[config.mk]
export PLATFORM = sky130hd
export DESIGN_NAME = useq_ctrl
export DESIGN_NICKNAME = d
export VERILOG_FILES = /design/src/rtl/ucode_pkg.sv /design/src/rtl/useq_branch_sel.sv /design/src/rtl/useq_ctrl.sv
export SDC_FILE = /design/constraint.sdc
export NUM_CORES = 1
export LEC_CHECK = 0
export ABC_AREA = 0
export CORE_MARGIN = 10
export CORE_UTILIZATION = 25
export CTS_CLUSTER_SIZE = 12
export DETAILED_ROUTE_END_ITERATION = 7
export SYNTH_ARGS = -nofsm -noshare
export SYNTH_HDL_FRONTEND = slang
export SYNTH_HIERARCHICAL = 1
export SYNTH_SLANG_ARGS = --single-unit
[constraint.sdc]
create_clock -name clk -period 5.27 [get_ports clk]
set_clock_uncertainty 0.2 [all_clocks]
set_input_delay 0.527 -clock clk [delete_from_list [all_inputs] [get_ports clk]]
set_output_delay 0.527 -clock clk [all_outputs]
set_load 0.005 [all_outputs]
[src/rtl/ucode_pkg.sv]
// ucode_pkg: microword layout, branch-condition codes and sequencer states
package ucode_pkg;
    localparam int AW    = 5;
    localparam int DEPTH = 18;
    localparam int CW    = 15;
    localparam int NFLAG = 3;
    localparam int UW    = 23;
    localparam int COND_MSB = 22;
    localparam int COND_LSB = 20;
    localparam int NXT_MSB  = 19;
    localparam int NXT_LSB  = 15;
    localparam int CTRL_MSB = 14;
    localparam int CTRL_LSB = 0;
    typedef enum logic [2:0] {
        C_SEQ = 3'b000,
        C_F0  = 3'b001,
        C_F1  = 3'b010,
        C_F2  = 3'b011,
        C_JMP = 3'b100
    } cond_e;
    // cond kept as plain bits so the reserved codes 101..111 remain representable
    typedef struct packed {
        logic [2:0]    cond;
        logic [AW-1:0] nxt;
        logic [CW-1:0] ctrl;
    } uword_t;
    typedef enum logic [1:0] {IDLE, RUN, DONE} state_e;
endpackage

[src/rtl/useq_branch_sel.sv]
// useq_branch_sel: next micro-address select with halt and illegal-address detect
// Ports:
//   upc        current micro-PC
//   cond, nxt  branch fields of the current microword
//   cond_flags datapath flags (0 mult LSB, 1 counter-zero, 2 sign)
//   next_addr  selected next address (low AW bits)
//   halt       unconditional self-jump
//   illegal    selected next address is beyond the populated store
module useq_branch_sel
    import ucode_pkg::*;
(
    input  logic [AW-1:0]    upc,
    input  logic [2:0]       cond,
    input  logic [AW-1:0]    nxt,
    input  logic [NFLAG-1:0] cond_flags,
    output logic [AW-1:0]    next_addr,
    output logic             halt,
    output logic             illegal
);
    logic [AW:0] seq_addr;
    logic [AW:0] full_addr;
    logic        take;
    // one extra bit so 31+1 lands on 32 and is flagged rather than wrapping to 0
    assign seq_addr  = {1'b0, upc} + (AW+1)'(1);
    assign take      = (cond == C_JMP)
                    || (cond == C_F0 && cond_flags[0])
                    || (cond == C_F1 && cond_flags[1])
                    || (cond == C_F2 && cond_flags[2]);
    assign full_addr = take ? {1'b0, nxt} : seq_addr;
    assign next_addr = full_addr[AW-1:0];
    assign illegal   = full_addr >= (AW+1)'(DEPTH);
    assign halt      = (cond == C_JMP) && (nxt == upc);
endmodule

[src/rtl/useq_ctrl.sv]
// useq_ctrl: microprogram sequencer for the Robertson multiplier control store
// Ports:
//   clk, rst_n   clock, synchronous active-low reset
//   start        host request, honoured in IDLE or DONE
//   stall        freezes uPC and state for the cycle while in RUN
//   cond_flags   datapath status flags
//   rom_addr     control-store address (= uPC)
//   rom_data     microword at rom_addr
//   ctrl         control field to datapath, zero unless issuing
//   busy, done   RUN / DONE indicators
//   err          sticky illegal-address error, cleared by start or reset
module useq_ctrl
    import ucode_pkg::*;
(
    input  logic             clk,
    input  logic             rst_n,
    input  logic             start,
    input  logic             stall,
    input  logic [NFLAG-1:0] cond_flags,
    output logic [AW-1:0]    rom_addr,
    input  logic [UW-1:0]    rom_data,
    output logic [CW-1:0]    ctrl,
    output logic             busy,
    output logic             done,
    output logic             err
);
    state_e        state;
    logic [AW-1:0] upc;
    logic [AW-1:0] next_addr;
    logic          halt;
    logic          illegal;
    logic          issue;
    uword_t        uw;
    assign uw = uword_t'(rom_data);
    useq_branch_sel u_sel (
        .upc        (upc),
        .cond       (uw.cond),
        .nxt        (uw.nxt),
        .cond_flags (cond_flags),
        .next_addr  (next_addr),
        .halt       (halt),
        .illegal    (illegal)
    );
    // reset gates ctrl in the same cycle, not just after the edge
    assign issue    = rst_n && state == RUN && !stall;
    assign ctrl     = issue ? uw.ctrl : '0;
    assign rom_addr = upc;
    assign busy     = state == RUN;
    assign done     = state == DONE;
    always_ff @(posedge clk) begin
        if (!rst_n) begin
            state <= IDLE;
            upc   <= '0;
            err   <= 1'b0;
        end else if (state == RUN) begin
            if (!stall) begin
                if (halt) begin
                    state <= DONE;
                end else if (illegal) begin
                    state <= DONE;
                    err   <= 1'b1;
                end else begin
                    upc <= next_addr;
                end
            end
        end else if (start) begin
            state <= RUN;
            upc   <= '0;
            err   <= 1'b0;
        end
    end
endmodule

==> flow_metrics.py <==
metrics = {
    "setup_path": {
        "cp-start-kind": "input pin",
        "cpMostUsedCell": "clkdlybuf4s50_1",
        "critPathArrivalTime_ns": 2.79,
        "reg2reg_to": "rom_addr[4]$_SDFFE_PN0P_",
        "slowest_delay_ns": 0.88,
        "cp_max_fo": 15,
        "path_depth": 4,
        "worstPathRequired_ns": 4.54,
        "regToRegSetupSlack_ns": 2.70,
        "crit_type": "in2out",
        "slowest_stage": "nor3b_1",
        "path_cells": "clkdlybuf4s50_1 -> nor3b_1 -> and2_1 -> clkdlybuf4s50_1",
        "critPathTopFamily": "buffers and inverters",
        "endpoint_kind": "primary output",
        "reg2reg_from": "rom_addr[0]$_SDFFE_PN0P_",
        "worstPathBufferInverterCount": 2,
        "crit_end": "ctrl[10]",
        "startpoint": "rst_n",
        "ff2ff_path_depth": 8,
    },
    "routing": {
        "routed_via_density": 4.579,
        "drtIter0Drc": 61,
        "dr.pass1.iters": 4,
        "ant_nets": 0,
        "wire_per_inst_um": 13.04,
        "drc_errors": 0,
        "routed_wl_mm": 2.543,
        "vias": 893,
    },
    "floorplan": {
        "coreArea_um2": 3028,
        "dieArea_um2": 5759,
        "chipWidth_um": 75.89,
        "initial_core_util_pct": 25.79,
        "die_y_um": 75.89,
        "io_pins": 53,
        "rows": 20,
    },
    "global_routing": {
        "grt_usage_pct": 9.543,
        "grt_pass1_vias": 1001,
        "grt_pass1_wl_mm": 4.333,
        "antenna_found_initial": 0,
        "grt_overflow": 0,
        "grt_start_max_net_pins": 16,
    },
    "power_and_ir_drop": {
        "switching_share_pct": 26.61,
        "p_per_area_nw_per_um2": 129.3,
        "ir_drop_mv": 0.05919,
        "power.internal_mw": 0.1288,
        "switching_power_mw": 0.04672,
        "finalPower_mw": 0.1755,
        "power.share.clock_pct": 25.8,
        "pwr-share-comb_pct": 36.5,
        "power_leakage_nw": 0.5160,
        "seqPwrFrac_pct": 37.7,
    },
    "placed_design": {
        "portBuffers": 52,
        "hpwl_mm": 2.160,
        "gp_congestion": 0.8413,
        "dpl_worst_slack_ns": 1.686,
    },
    "status": {
        "status": "complete, no violations",
    },
    "clock_network": {
        "root_buffer": "clkbuf_4",
        "clock-sinks": 8,
        "clkTransAtPathRegs_ns": 0.06,
        "holdBufCountCts": 0,
        "htreeDepth": 1,
        "cts_resized": 0,
        "clk_latency_ns": 0.25,
        "cts_tree": "yes",
        "cts_buffer_depth": 2,
        "cts-buffers-inserted": 3,
        "postCtsSetupBuffers": 0,
    },
    "logic_synthesis": {
        "synth_area_per_cell_um2": 7.730,
        "synthesis.nets": 132,
        "ys_seq_area_share_pct": 20.51,
        "synth_ff_type": "dfxtp_1",
        "synthCells": 101,
        "synth_edf_count": 0,
        "async_flop_share_pct": 0,
        "yosys_warnings": 6,
        "synth_area_um2": 780.7,
        "synth_cell_types": 34,
        "ys_ff_latch": 8,
    },
    "timing": {
        "fmax_mhz": 284.2,
        "setup_slack_ns": 1.751,
        "worstMarginPinSlew_ns": 1.049,
        "rsz0062_at_grt": "false",
        "setup_viol": 0,
        "hold_viol": 0,
        "drv_slew": 0,
        "fin_crit_sh_pct": 66.78,
        "setup_tns_ns": 0,
        "fin_crit_ns": 3.519,
        "slew_headroom_pct": 29.92,
    },
    "finish": {
        "multi_input_area_um2": 584.3,
        "diodes": 0,
        "drive_above_1_share_pct": 5.298,
        "fin_util_pct": 44.83,
        "finish.net_count": 184,
        "fill_cells": 307,
        "regArea_um2": 160.2,
        "syn_to_final_growth_pct": 73.88,
    },
    "min_path": {
        "hold_path.class": "reg2reg",
    },
    "job": {
        "maxCapViolCount": 0,
    },
}
==> per-layer routing <==
| metal | share of wire, % | wire [um] | GRT usage [%] |
|---|---|---|---|
| met2 | 36 | 924 | 13.77 |
| met5 | 0 | 0 | 0 |
| met1 | 39 | 986 | 9.637 |
| met3 | 24 | 618 | 9.245 |
| met4 | 0.55 | 14 | 2.474 |
==> metrics by stage <==
step | cell area, um2 | hold slack (ns) | cells
3_3_place_gp | 1335 | 0.2799 | 192
4_1_cts | 1358 | 0.3009 | 195
5_1_grt | 1358 | 0.3201 | 195
6_report | 1358 | 0.2937 | 195
3_5_place_dp | 1335 | 0.2861 | 192
2_1_floorplan | 780.7 | 0.2601 | 101
==> power by group through the flow <==
stage          Clock [mW]  Sequential [mW]  Combinational, mW
2_1_floorplan           0           0.0662             0.0288
3_5_place_dp            0           0.0675             0.0644
3_3_place_gp            0           0.0676             0.0642
5_1_grt            0.0490           0.0667             0.0722
4_1_cts            0.0480           0.0662             0.0648
6_report           0.0453           0.0662             0.0640
==> worst reg2reg max path, stage by stage, from the launching register on <==
cell	delay [ns]
dfxtp_1	0.47
ha_1	0.31
nor4_1	0.10
nor4_1	0.30
o31ai_1	0.12
a31oi_1	0.52
inv_1	0.18
nand2b_4	0.14
a31o_1	0.15
==> cell usage after synthesis (2+ instances only) <==
cell | count | area [um2]
dfxtp_1 | 8 | 160.2
nor3_1 | 6 | 30.03
nand2_1 | 7 | 26.28
and3_1 | 2 | 12.51
nor2_1 | 7 | 26.28
a21boi_0 | 2 | 15.01
inv_1 | 4 | 15.01
nor4_1 | 3 | 18.77
xor2_1 | 6 | 52.55
a21oi_1 | 5 | 25.02
a31o_1 | 5 | 43.79
nand3_1 | 3 | 15.01
mux2_4 | 2 | 30.03
o21a_1 | 2 | 15.01
xnor2_1 | 3 | 26.28
and2_1 | 15 | 93.84
nor3b_1 | 3 | 22.52
clkbuf_1 | 2 | 7.510
==> cell families after synthesis <==
logic type | share of synthesized area [%]
AND/OR/NAND/NOR | 39.59
buffers and inverters | 4.646
XOR/XNOR | 10.10
multiplexers | 5.128
adder cells (fa/ha/maj) | 1.602
flip-flops | 20.51
AO/OA/AOI/OAI | 18.43
==> cell type report <==
type                       instances  share of cell area (%)
sequential                         8                   11.80
timing repair buffer              52                   38.34
tap                               44                   4.055
clock buffer                       3                   1.659
multi-input combinational         84                   43.04
inverter                           4                   1.106
==> flip-flops by register name, indices dropped and copies added (netlist names) <==
name,cells
err,1
rom_addr,5
state,2
==> placed cells by master, fill, tap and decap left out, drive strengths merged, types with 2 or more instances in the layout <==
master / instances
nand3: 3
and2: 15
nor3b: 3
a31o: 5
dfxtp: 8
mux2: 2
xnor2: 3
a21oi: 5
nor4: 3
nor2: 7
clkdlybuf4s50: 52
a21boi: 2
clkbuf: 3
xor2: 6
and3: 2
inv: 4
nand2: 7
nand2b: 2
nor3: 6
o21a: 2
==> how the worst min path moves through the flow <==
stage / from / to / slack, ns / cells past startpoint
after floorplan: state[1]$_SDFFE_PN0P_ / state[1]$_SDFFE_PN0P_ / 0.26 / 1
after global placement: state[1]$_SDFFE_PN0P_ / state[1]$_SDFFE_PN0P_ / 0.28 / 1
after detailed placement: state[1]$_SDFFE_PN0P_ / state[1]$_SDFFE_PN0P_ / 0.29 / 1
after CTS: state[1]$_SDFFE_PN0P_ / state[1]$_SDFFE_PN0P_ / 0.30 / 1
after global routing: state[1]$_SDFFE_PN0P_ / state[1]$_SDFFE_PN0P_ / 0.32 / 1
final: state[1]$_SDFFE_PN0P_ / state[1]$_SDFFE_PN0P_ / 0.29 / 1
No activity file was read; power rests on OpenSTA's default activity.
